$ cat config.mk
export PLATFORM = sky130hd
export DESIGN_NAME = uart_tx
export DESIGN_NICKNAME = d
export VERILOG_FILES = /design/src/rtl/uart_tx.sv
export SDC_FILE = /design/constraint.sdc
export NUM_CORES = 1
export LEC_CHECK = 0
export ABC_AREA = 1
export BUFFER_PORTS_ARGS = -buffer_cell sky130_fd_sc_hd__buf_2
export CORE_ASPECT_RATIO = 1.4
export CORE_MARGIN = 2
export CORE_UTILIZATION = 33
export DETAILED_ROUTE_END_ITERATION = 12
export SLEW_MARGIN = 20
export SYNTH_ARGS = -nofsm -noshare
export SYNTH_HDL_FRONTEND = slang
export SYNTH_SLANG_ARGS = --single-unit
$ cat constraint.sdc
create_clock -name CLK -period 3.7 [get_ports CLK]
set_input_delay 0.74 -clock CLK [delete_from_list [all_inputs] [get_ports CLK]]
set_output_delay 0.74 -clock CLK [all_outputs]
set_load 0.02 [all_outputs]
$ cat src/rtl/uart_tx.sv
`default_nettype none
// +----------------------------------------------------------------------+
// | uart_tx : start / LSB-first data / optional parity / stop serialiser |
// | Revision: 1.0                                                        |
// +----------------------------------------------------------------------+
module uart_tx #(
  parameter int DATA_WIDTH     = 8,
  parameter int PRESCALE_WIDTH = 5
) (
  input  logic                      CLK,
  input  logic                      RST,
  input  logic [DATA_WIDTH-1:0]     P_DATA,
  input  logic                      Data_Valid,
  input  logic                      parity_enable,
  input  logic                      parity_type,
  input  logic [PRESCALE_WIDTH-1:0] Prescale,
  output logic                      TX_OUT,
  output logic                      Busy
);

  localparam int              BIT_W    = (DATA_WIDTH > 1) ? $clog2(DATA_WIDTH) : 1;
  localparam logic [BIT_W-1:0] LAST_BIT = BIT_W'(DATA_WIDTH - 1);

  typedef enum logic [2:0] {
    S_IDLE   = 3'd0,
    S_START  = 3'd1,
    S_DATA   = 3'd2,
    S_PARITY = 3'd3,
    S_STOP   = 3'd4
  } state_e;

  state_e                    state_q, state_d;
  logic [PRESCALE_WIDTH-1:0] cnt_q, cnt_d;
  logic [PRESCALE_WIDTH-1:0] last_q, last_d;
  logic [BIT_W-1:0]          bit_q, bit_d;
  logic [DATA_WIDTH-1:0]     shreg_q, shreg_d;
  logic                      par_en_q, par_en_d;
  logic                      par_bit_q, par_bit_d;
  logic                      tx_q, tx_d;
  logic                      busy_q, busy_d;
  logic                      slot_end;

  always_comb begin
    state_d   = state_q;
    cnt_d     = cnt_q;
    last_d    = last_q;
    bit_d     = bit_q;
    shreg_d   = shreg_q;
    par_en_d  = par_en_q;
    par_bit_d = par_bit_q;
    tx_d      = 1'b1;
    busy_d    = 1'b0;
    slot_end  = (cnt_q == last_q);

    if (state_q != S_IDLE) begin
      cnt_d = slot_end ? '0 : cnt_q + 1'b1;
    end

    case (state_q)
      S_IDLE: begin
        if (Data_Valid) begin
          state_d   = S_START;
          shreg_d   = P_DATA;
          par_en_d  = parity_enable;
          par_bit_d = (^P_DATA) ^ parity_type;
          // Storing P-1 lets Prescale=0 wrap to 2^W-1, i.e. a full 2^W-cycle slot.
          last_d    = Prescale - 1'b1;
          cnt_d     = '0;
          bit_d     = '0;
        end
      end
      S_START: begin
        if (slot_end) state_d = S_DATA;
      end
      S_DATA: begin
        if (slot_end) begin
          if (bit_q == LAST_BIT) begin
            state_d = par_en_q ? S_PARITY : S_STOP;
          end else begin
            bit_d   = bit_q + 1'b1;
            shreg_d = shreg_q >> 1;
          end
        end
      end
      S_PARITY: begin
        if (slot_end) state_d = S_STOP;
      end
      S_STOP: begin
        if (slot_end) begin
          state_d = S_IDLE;
          bit_d   = '0;
        end
      end
      default: state_d = S_IDLE;
    endcase

    // Outputs are decoded from the next state so the flops present them in step with it.
    case (state_d)
      S_START:  tx_d = 1'b0;
      S_DATA:   tx_d = shreg_d[0];
      S_PARITY: tx_d = par_bit_d;
      default:  tx_d = 1'b1;
    endcase
    busy_d = (state_d != S_IDLE);
  end

  always_ff @(posedge CLK) begin
    if (RST) begin
      state_q   <= S_IDLE;
      cnt_q     <= '0;
      last_q    <= '0;
      bit_q     <= '0;
      shreg_q   <= '0;
      par_en_q  <= 1'b0;
      par_bit_q <= 1'b0;
      tx_q      <= 1'b1;
      busy_q    <= 1'b0;
    end else begin
      state_q   <= state_d;
      cnt_q     <= cnt_d;
      last_q    <= last_d;
      bit_q     <= bit_d;
      shreg_q   <= shreg_d;
      par_en_q  <= par_en_d;
      par_bit_q <= par_bit_d;
      tx_q      <= tx_d;
      busy_q    <= busy_d;
    end
  end

  assign TX_OUT = tx_q;
  assign Busy   = busy_q;

endmodule
`default_nettype wire

==> impl_metrics.env, run 1 <==
export IMPL_max_clock_path_buffers=2
export IMPL_peak_supply_drop_v=0.000127
export IMPL_rsz_0062_raised_after_global_routing="no"
export IMPL_clk_pin_slew_worst_paths_ns=0.10
export IMPL_h_tree_depth=1
export IMPL_worst_hold_path_num_cells=2
export IMPL_synth_main_ff_cell="sky130_fd_sc_hd__dfxtp_1"
export IMPL_synth_cell_area_sq_um=1620
export IMPL_viasPerCell=4.68
export IMPL_intPower_uw=585
export IMPL_maximum_number_of_pins_on_one_net_before_global_route_repair=17
export IMPL_synth_warnings=0
export IMPL_dp_cells=321
export IMPL_area_leader_netlist="sky130_fd_sc_hd__dfxtp_1"
export IMPL_syn_area_per_cell_sq_um=6.74
export IMPL_switching_share_pct=40.7
export IMPL_firstDrtPassIters=4
export IMPL_synthMostInstantiatedCell="sky130_fd_sc_hd__nand2_1"
export IMPL_mappedNetlistNets=263
export IMPL_ys_top_cells_by_count="sky130_fd_sc_hd__nand2_1 (62), sky130_fd_sc_hd__inv_1 (29), sky130_fd_sc_hd__dfxtp_1 (28)"
export IMPL_ios=20
export IMPL_pwr_density_cell_nw_per_um2=535
export IMPL_finalSetupTns_ns=0
export IMPL_clock_tree_from_tritoncts="yes"
export IMPL_tightest_slew_ns=0.376
export IMPL_worst_ep_arrival_time_ns=1.90
export IMPL_diodes=0
export IMPL_post_cts_resized_instances=0
export IMPL_synth_yosys_seq_area_share_pct=34.5
export IMPL_synth_cell_types=32
export IMPL_holdBufCountCts=0
export IMPL_timing_hold_ws_ns=0.474
export IMPL_chipWidth_microns=63.3
export IMPL_final_max_slew_viol_count=0
export IMPL_ys_top_cells_by_area="sky130_fd_sc_hd__dfxtp_1 (35%), sky130_fd_sc_hd__nand2_1 (14%), sky130_fd_sc_hd__a21oi_1 (7.1%), sky130_fd_sc_hd__inv_1 (6.7%), sky130_fd_sc_hd__o21ai_0 (4.6%)"
export IMPL_via_count_of_the_first_global_routing_pass=1513
export IMPL_placement_io_buffers=19
export IMPL_ys_async_sr_fraction_pct=0
export IMPL_grt_use_met2_pct=27.9
export IMPL_wl_microns=3530
export IMPL_rr_worst_depth=6
export IMPL_gpl_final_weighted_congestion=0.815
export IMPL_rows=30
export IMPL_reg2reg_from="bit_q[0]$_SDFFE_PP0P_"
export IMPL_timing_final_setup_violations=0
export IMPL_crit_path_max_fanout=8
export IMPL_dp_final_hpwl_microns=2860
export IMPL_worstPathRequired_ns=3.87
export IMPL_die_area_sq_um=5510
export IMPL_yosys_register_bits=28
export IMPL_finalHoldViolations=0
export IMPL_power_leakage_uw=0.000902
export IMPL_gr_usage_met1_pct=16.6
export IMPL_max_slew_margin_pct=74.9
export IMPL_worst_setup_path_category="reg2reg"
export IMPL_drive_above_1_share_pct=16.1
export IMPL_globalRouteOverflowTotal=0
export IMPL_timing_reg2reg_setup_slack_ns=1.96
export IMPL_fraction_of_the_cycle_the_final_worst_path_needs_pct=46.9
export IMPL_routed_length_per_placed_instance_microns=10.9
export IMPL_p_seq_share_pct=39.5
export IMPL_chipHeight_microns=87.0
export IMPL_postCtsSetupBuffers=0
export IMPL_detail_route_drc_violations=0
export IMPL_area_of_the_multi_input_gates_sq_um=920
export IMPL_p_switching_uw=400
export IMPL_combined_global_route_utilization_of_all_metal_layers_pct=14.6
export IMPL_antenna_violations_before_repair=0
export IMPL_outcome="complete, no violations"
export IMPL_top_usage_layer="met2"
export IMPL_fmaxAchievable_ghz=0.576
export IMPL_tritoncts_buffers=3
export IMPL_clk_insertion_delay_late_ns=0.28
export IMPL_num_vias=1520
export IMPL_layout_core_utilization_pct=38.3
export IMPL_whs_endpoint="shreg_q[7]$_SDFFE_PP0P_"
export IMPL_core_area_sq_um=4800
export IMPL_ant_nets=0
export IMPL_reg2reg_to="shreg_q[5]$_SDFFE_PP0P_"
export IMPL_cts_sinks=28
export IMPL_iteration_0_drc_markers=24
export IMPL_combPwrFrac_pct=40.9
export IMPL_timing_hold_worst_class="reg2reg"
export IMPL_layoutNonFillerInstCount=325
export IMPL_grt_util_met3_pct=0.906
export IMPL_timing_clock_skew_ns=0.00581
export IMPL_clockRootBuffer="sky130_fd_sc_hd__clkbuf_8"
export IMPL_grt_pass1_wl_microns=6570
export IMPL_worst_setup_path_end_kind="register"
export IMPL_filler_cell_count=573
export IMPL_synthToLayoutAreaGrowth_pct=13.4
export IMPL_setup_worst_path_start_class="register"
export IMPL_synth_top_area_share_pct=34.5
export IMPL_maxCapViolations=0
export IMPL_post_synth_edffs=0
export IMPL_synthesized_instance_count=241
export IMPL_clock_power_share_pct=19.6
export IMPL_nNetsFinal=284
export IMPL_initial_util_pct=33.8
export IMPL_hold_startpoint="shreg_q[7]$_SDFFE_PP0P_"
export IMPL_period_minus_slack_ns=1.74
export IMPL_ff_latch_area_sq_um=561
==> cell type report <==
type                       instances  share of cell area (%)
tap                               64                    4.35
inverter                          35                    7.13
timing repair buffer              19                    5.16
multi-input combinational        175                    49.9
clock buffer                       4                    2.99
sequential                        28                    30.4
==> power groups by stage <==
stage	Sequential [uW]	Clock [uW]	Combinational [uW]
detailed placement	397	0	408
CTS	390	199	409
global placement	396	0	405
floorplan	399	0	306
global route	397	211	467
finish	389	193	403
==> sequential cells by signal, indices dropped and copies added (netlist names) <==
signal,cells
shreg_q,8
Busy,1
state_q,3
last_q,5
par_en_q,1
TX_OUT,1
bit_q,3
par_bit_q,1
cnt_q,5
==> per-stage QoR <==
stage | setup slack, ns | total power, uW | area, sq um
CTS | 1.95 | 998 | 1840
finish | 1.96 | 985 | 1840
global route | 1.76 | 1080 | 1840
detailed placement | 1.90 | 805 | 1790
floorplan | 2.17 | 705 | 1620
global placement | 1.93 | 801 | 1790
==> kinds of logic (layout without fill, tap and decap cells) <==
kind of cell,after synthesis,in the layout,synth area share [%]
muxes,1,1,0.616
adders and majority gates,4,4,3.08
and+or+nand+nor,117,117,33.5
xor gates and xnor gates,8,8,4.31
buffers and inverters,38,58,8.86
DFF,28,28,34.5
AOI/OAI and AO/OA,45,45,15.1
==> per-layer routing <==
metal | part of all wire [%] | wire length (microns)
met1 | 42 | 1500
met5 | 0 | 0
met3 | 2.3 | 82
met4 | 2.9 | 102
met2 | 52 | 1850
==> worst max-delay path, stage by stage (launching register included) <==
cell and delay, ns:
sky130_fd_sc_hd__dfxtp_1 0.33, sky130_fd_sc_hd__ha_1 0.20, sky130_fd_sc_hd__ha_1 0.27, sky130_fd_sc_hd__nor2_2 0.36
sky130_fd_sc_hd__o211ai_2 0.23, sky130_fd_sc_hd__a21oi_1 0.18, sky130_fd_sc_hd__nor2_1 0.06
==> how the worst max path moves through the flow <==
| stage | start | end | slack, ns |
|---|---|---|---|
| finish | bit_q[0]$_SDFFE_PP0P_ | shreg_q[5]$_SDFFE_PP0P_ | 1.96 |
| global route | bit_q[0]$_SDFFE_PP0P_ | TX_OUT$_SDFF_PP1_ | 1.76 |
| CTS | bit_q[0]$_SDFFE_PP0P_ | shreg_q[5]$_SDFFE_PP0P_ | 1.95 |
| detailed placement | Data_Valid | TX_OUT$_SDFF_PP1_ | 1.90 |
| global placement | Data_Valid | TX_OUT$_SDFF_PP1_ | 1.93 |
| floorplan | P_DATA[6] | TX_OUT$_SDFF_PP1_ | 2.17 |
==> cells in the final DEF (no fill, tap or decap), types with 3 or more instances in the layout <==
| cell | n |
|---|---|
| sky130_fd_sc_hd__inv_1 | 29 |
| sky130_fd_sc_hd__nand2_2 | 4 |
| sky130_fd_sc_hd__xor2_1 | 5 |
| sky130_fd_sc_hd__nor2_4 | 4 |
| sky130_fd_sc_hd__dfxtp_1 | 28 |
| sky130_fd_sc_hd__nand3_1 | 13 |
| sky130_fd_sc_hd__o21ai_0 | 15 |
| sky130_fd_sc_hd__nand2_1 | 62 |
| sky130_fd_sc_hd__clkbuf_8 | 4 |
| sky130_fd_sc_hd__nor3_1 | 5 |
| sky130_fd_sc_hd__nor2_1 | 19 |
| sky130_fd_sc_hd__a21oi_1 | 23 |
| sky130_fd_sc_hd__inv_2 | 6 |
| sky130_fd_sc_hd__xnor2_1 | 3 |
| sky130_fd_sc_hd__buf_2 | 19 |
| sky130_fd_sc_hd__ha_1 | 4 |
Power figures use the tool's default switching activity.
==> run 2: changes to the inputs <==
- clock period: 3.7 -> 1.8 ns (I/O delays scaled with it)
==> run 2 against run 1 <==
Against the previous run:
- critical path depth grew 5
- sequential cell count is the same
- sequential power grew 100%
- combinational power grew 110%
- total power grew 120%
- count of clock-buffer cells in the layout shrank 1
- die area is the same
- clock skew grew 0.0018 ns
- design area grew 2.6%
- via count shrank 0.20%
- global-route usage shrank 0.77 points
- critical path type unchanged
- largest power group unchanged
==> impl_metrics.env, run 2 (synthesized netlist as in run 1, its figures left out) <==
export IMPL_holdBufCountCts=0
export IMPL_power_leakage_uw=0.000917
export IMPL_timing_final_setup_violations=0
export IMPL_nNetsFinal=286
export IMPL_finalHoldViolations=0
export IMPL_crit_path_max_fanout=9
export IMPL_rsz_0062_raised_after_global_routing="no"
export IMPL_total_non_filler_cell_area_in_the_finished_layout_sq_um=1890
export IMPL_final_max_slew_viol_count=0
export IMPL_peak_supply_drop_v=0.000392
export IMPL_worst_setup_path_category="reg2reg"
export IMPL_wl_microns=3600
export IMPL_layout_cells_most_common_list="sky130_fd_sc_hd__nand2_1 (62), sky130_fd_sc_hd__inv_1 (29), sky130_fd_sc_hd__dfxtp_1 (27)"
export IMPL_max_slew_margin_pct=73.4
export IMPL_worst_setup_path_end_kind="register"
export IMPL_maximum_number_of_pins_on_one_net_before_global_route_repair=17
export IMPL_max_reg_flops=8
export IMPL_cp_cell_sequence="inv_1 -> nand2_1 -> nand2_1 -> nor2_4 -> nand3_4 -> inv_2 -> nand2_1 -> nand3_2 -> nand2_1 -> nand2_1 -> nand3_1"
export IMPL_grt_pass1_wl_microns=6140
export IMPL_registers_top_by_ff_count="shreg_q"
export IMPL_worst_ep_arrival_time_ns=1.75
export IMPL_viasPerCell=4.64
export IMPL_setup_worst_path_start_class="register"
export IMPL_pwr_density_cell_nw_per_um2=1140
export IMPL_diodes=0
export IMPL_postCtsSetupBuffers=0
export IMPL_chipWidth_microns=63.3
export IMPL_dpl_instance_area_sq_um=1800
export IMPL_detail_route_drc_violations=0
export IMPL_maxCapViolations=0
export IMPL_final_common_cell="sky130_fd_sc_hd__nand2_1"
export IMPL_via_count_of_the_first_global_routing_pass=1399
export IMPL_rows=30
export IMPL_drive_above_1_share_pct=17.9
export IMPL_longest_individual_stage_delay_on_the_worst_path_ns=0.43
export IMPL_ios=20
export IMPL_firstDrtPassIters=4
export IMPL_timing_hold_worst_class="in2reg"
export IMPL_tritoncts_buffers=3
export IMPL_globalRouteOverflowTotal=0
export IMPL_dp_final_hpwl_microns=2750
export IMPL_combined_global_route_utilization_of_all_metal_layers_pct=13.9
export IMPL_max_clock_path_buffers=2
export IMPL_worstPathBufferInverterCount=2
export IMPL_outcome="complete, no violations"
export IMPL_fmaxAchievable_ghz=0.634
export IMPL_synthToLayoutAreaGrowth_pct=16.3
export IMPL_critPathTopFamily="simple AND/OR/NAND/NOR gates"
export IMPL_cts_sinks=28
export IMPL_tightest_slew_ns=0.396
export IMPL_placement_io_buffers=19
export IMPL_crit_top_cell="sky130_fd_sc_hd__nand2_1"
export IMPL_iteration_0_drc_markers=39
export IMPL_period_minus_slack_ns=1.58
export IMPL_antenna_violations_before_repair=0
export IMPL_finalSetupTns_ns=0
export IMPL_core_area_sq_um=4800
export IMPL_ant_nets=0
export IMPL_gpl_final_weighted_congestion=0.846
export IMPL_critical_path_slowest_cell="sky130_fd_sc_hd__dfxtp_1"
export IMPL_worstPathRequired_ns=1.97
export IMPL_post_cts_resized_instances=0
export IMPL_timing_clock_skew_ns=0.00761
export IMPL_h_tree_depth=1
export IMPL_clk_pin_slew_worst_paths_ns=0.10
export IMPL_num_vias=1517
export IMPL_die_area_sq_um=5510
export IMPL_fraction_of_the_cycle_the_final_worst_path_needs_pct=87.6
export IMPL_clockRootBuffer="sky130_fd_sc_hd__clkbuf_8"
export IMPL_largest_registers="shreg_q (8), cnt_q (5), last_q (5)"
export IMPL_routed_length_per_placed_instance_microns=11.0
export IMPL_chipHeight_microns=87.0
export IMPL_clock_tree_from_tritoncts="yes"
export IMPL_clk_insertion_delay_late_ns=0.28
export IMPL_initial_util_pct=33.8
[run 2: cell types whose count changed in the layout (fill, tap and decap cells not counted), sizes merged]
cell / previous run / this run
buf: 19 / 21
bufinv: 0 / 1
clkbuf: 4 / 3
[run 2: per-layer routing]
metal / track usage [%] / wire (microns) / vias to the layer above
li1: - / - / 813
met1: 15.9 / 1600 / 677
met2: 26.8 / 1880 / 22
met3: 0.776 / 55 / 5
met4: 5.34 / 68 / 0
met5: 0 / 0 / -
[run 2: final cells by class]
cell class | instances | area, sq um
sequential | 28 | 562
multi-input combinational | 175 | 935
clock inverter | 1 | 30.0
tap | 64 | 80.1
fill | 551 | 2920
timing repair buffer | 21 | 110
clock buffer | 3 | 41.3
inverter | 35 | 131
[run 2: final timing paths]
kind / from / endpoint / slack [ns] / cells past startpoint
setup / recovery: cnt_q[1]$_SDFF_PP0_ / TX_OUT$_SDFF_PP1_ / 0.22 / 11
setup reg to reg: cnt_q[1]$_SDFF_PP0_ / TX_OUT$_SDFF_PP1_ / 0.22 / 11
hold / removal: P_DATA[7] / shreg_q[7]$_SDFFE_PP0P_ / 0.34 / 3
hold reg to reg: shreg_q[7]$_SDFFE_PP0P_ / shreg_q[7]$_SDFFE_PP0P_ / 0.47 / 2
[run 2: worst register-to-register path, delay by kind of cell (launching register included)]
kind          cells  cell delay (ns)
buf+inv           2             0.23
flops             1             0.43
simple gates      9             0.81
[run 2: through the flow]
stage | hold WS, ns | worst slack [ns] | instances | utilization [%] | total power (uW)
floorplan | 0.441 | 0.330 | 241 | - | 1450
finish | 0.343 | 0.223 | 327 | 39.3 | 2150
global route | 0.346 | 0.00208 | 327 | 39.3 | 2320
global placement | 0.456 | 0.182 | 323 | 37.5 | 1660
CTS | 0.346 | 0.132 | 327 | 39.0 | 2160
detailed placement | 0.462 | 0.153 | 323 | 37.5 | 1670
[run 2: power breakdown]
group / leakage [uW] / switching (uW) / internal, uW / total, uW
Clock: 0.0000357 / 198 / 298 / 496
Sequential: 0.000230 / 65.6 / 730 / 795
Combinational: 0.000651 / 563 / 291 / 854
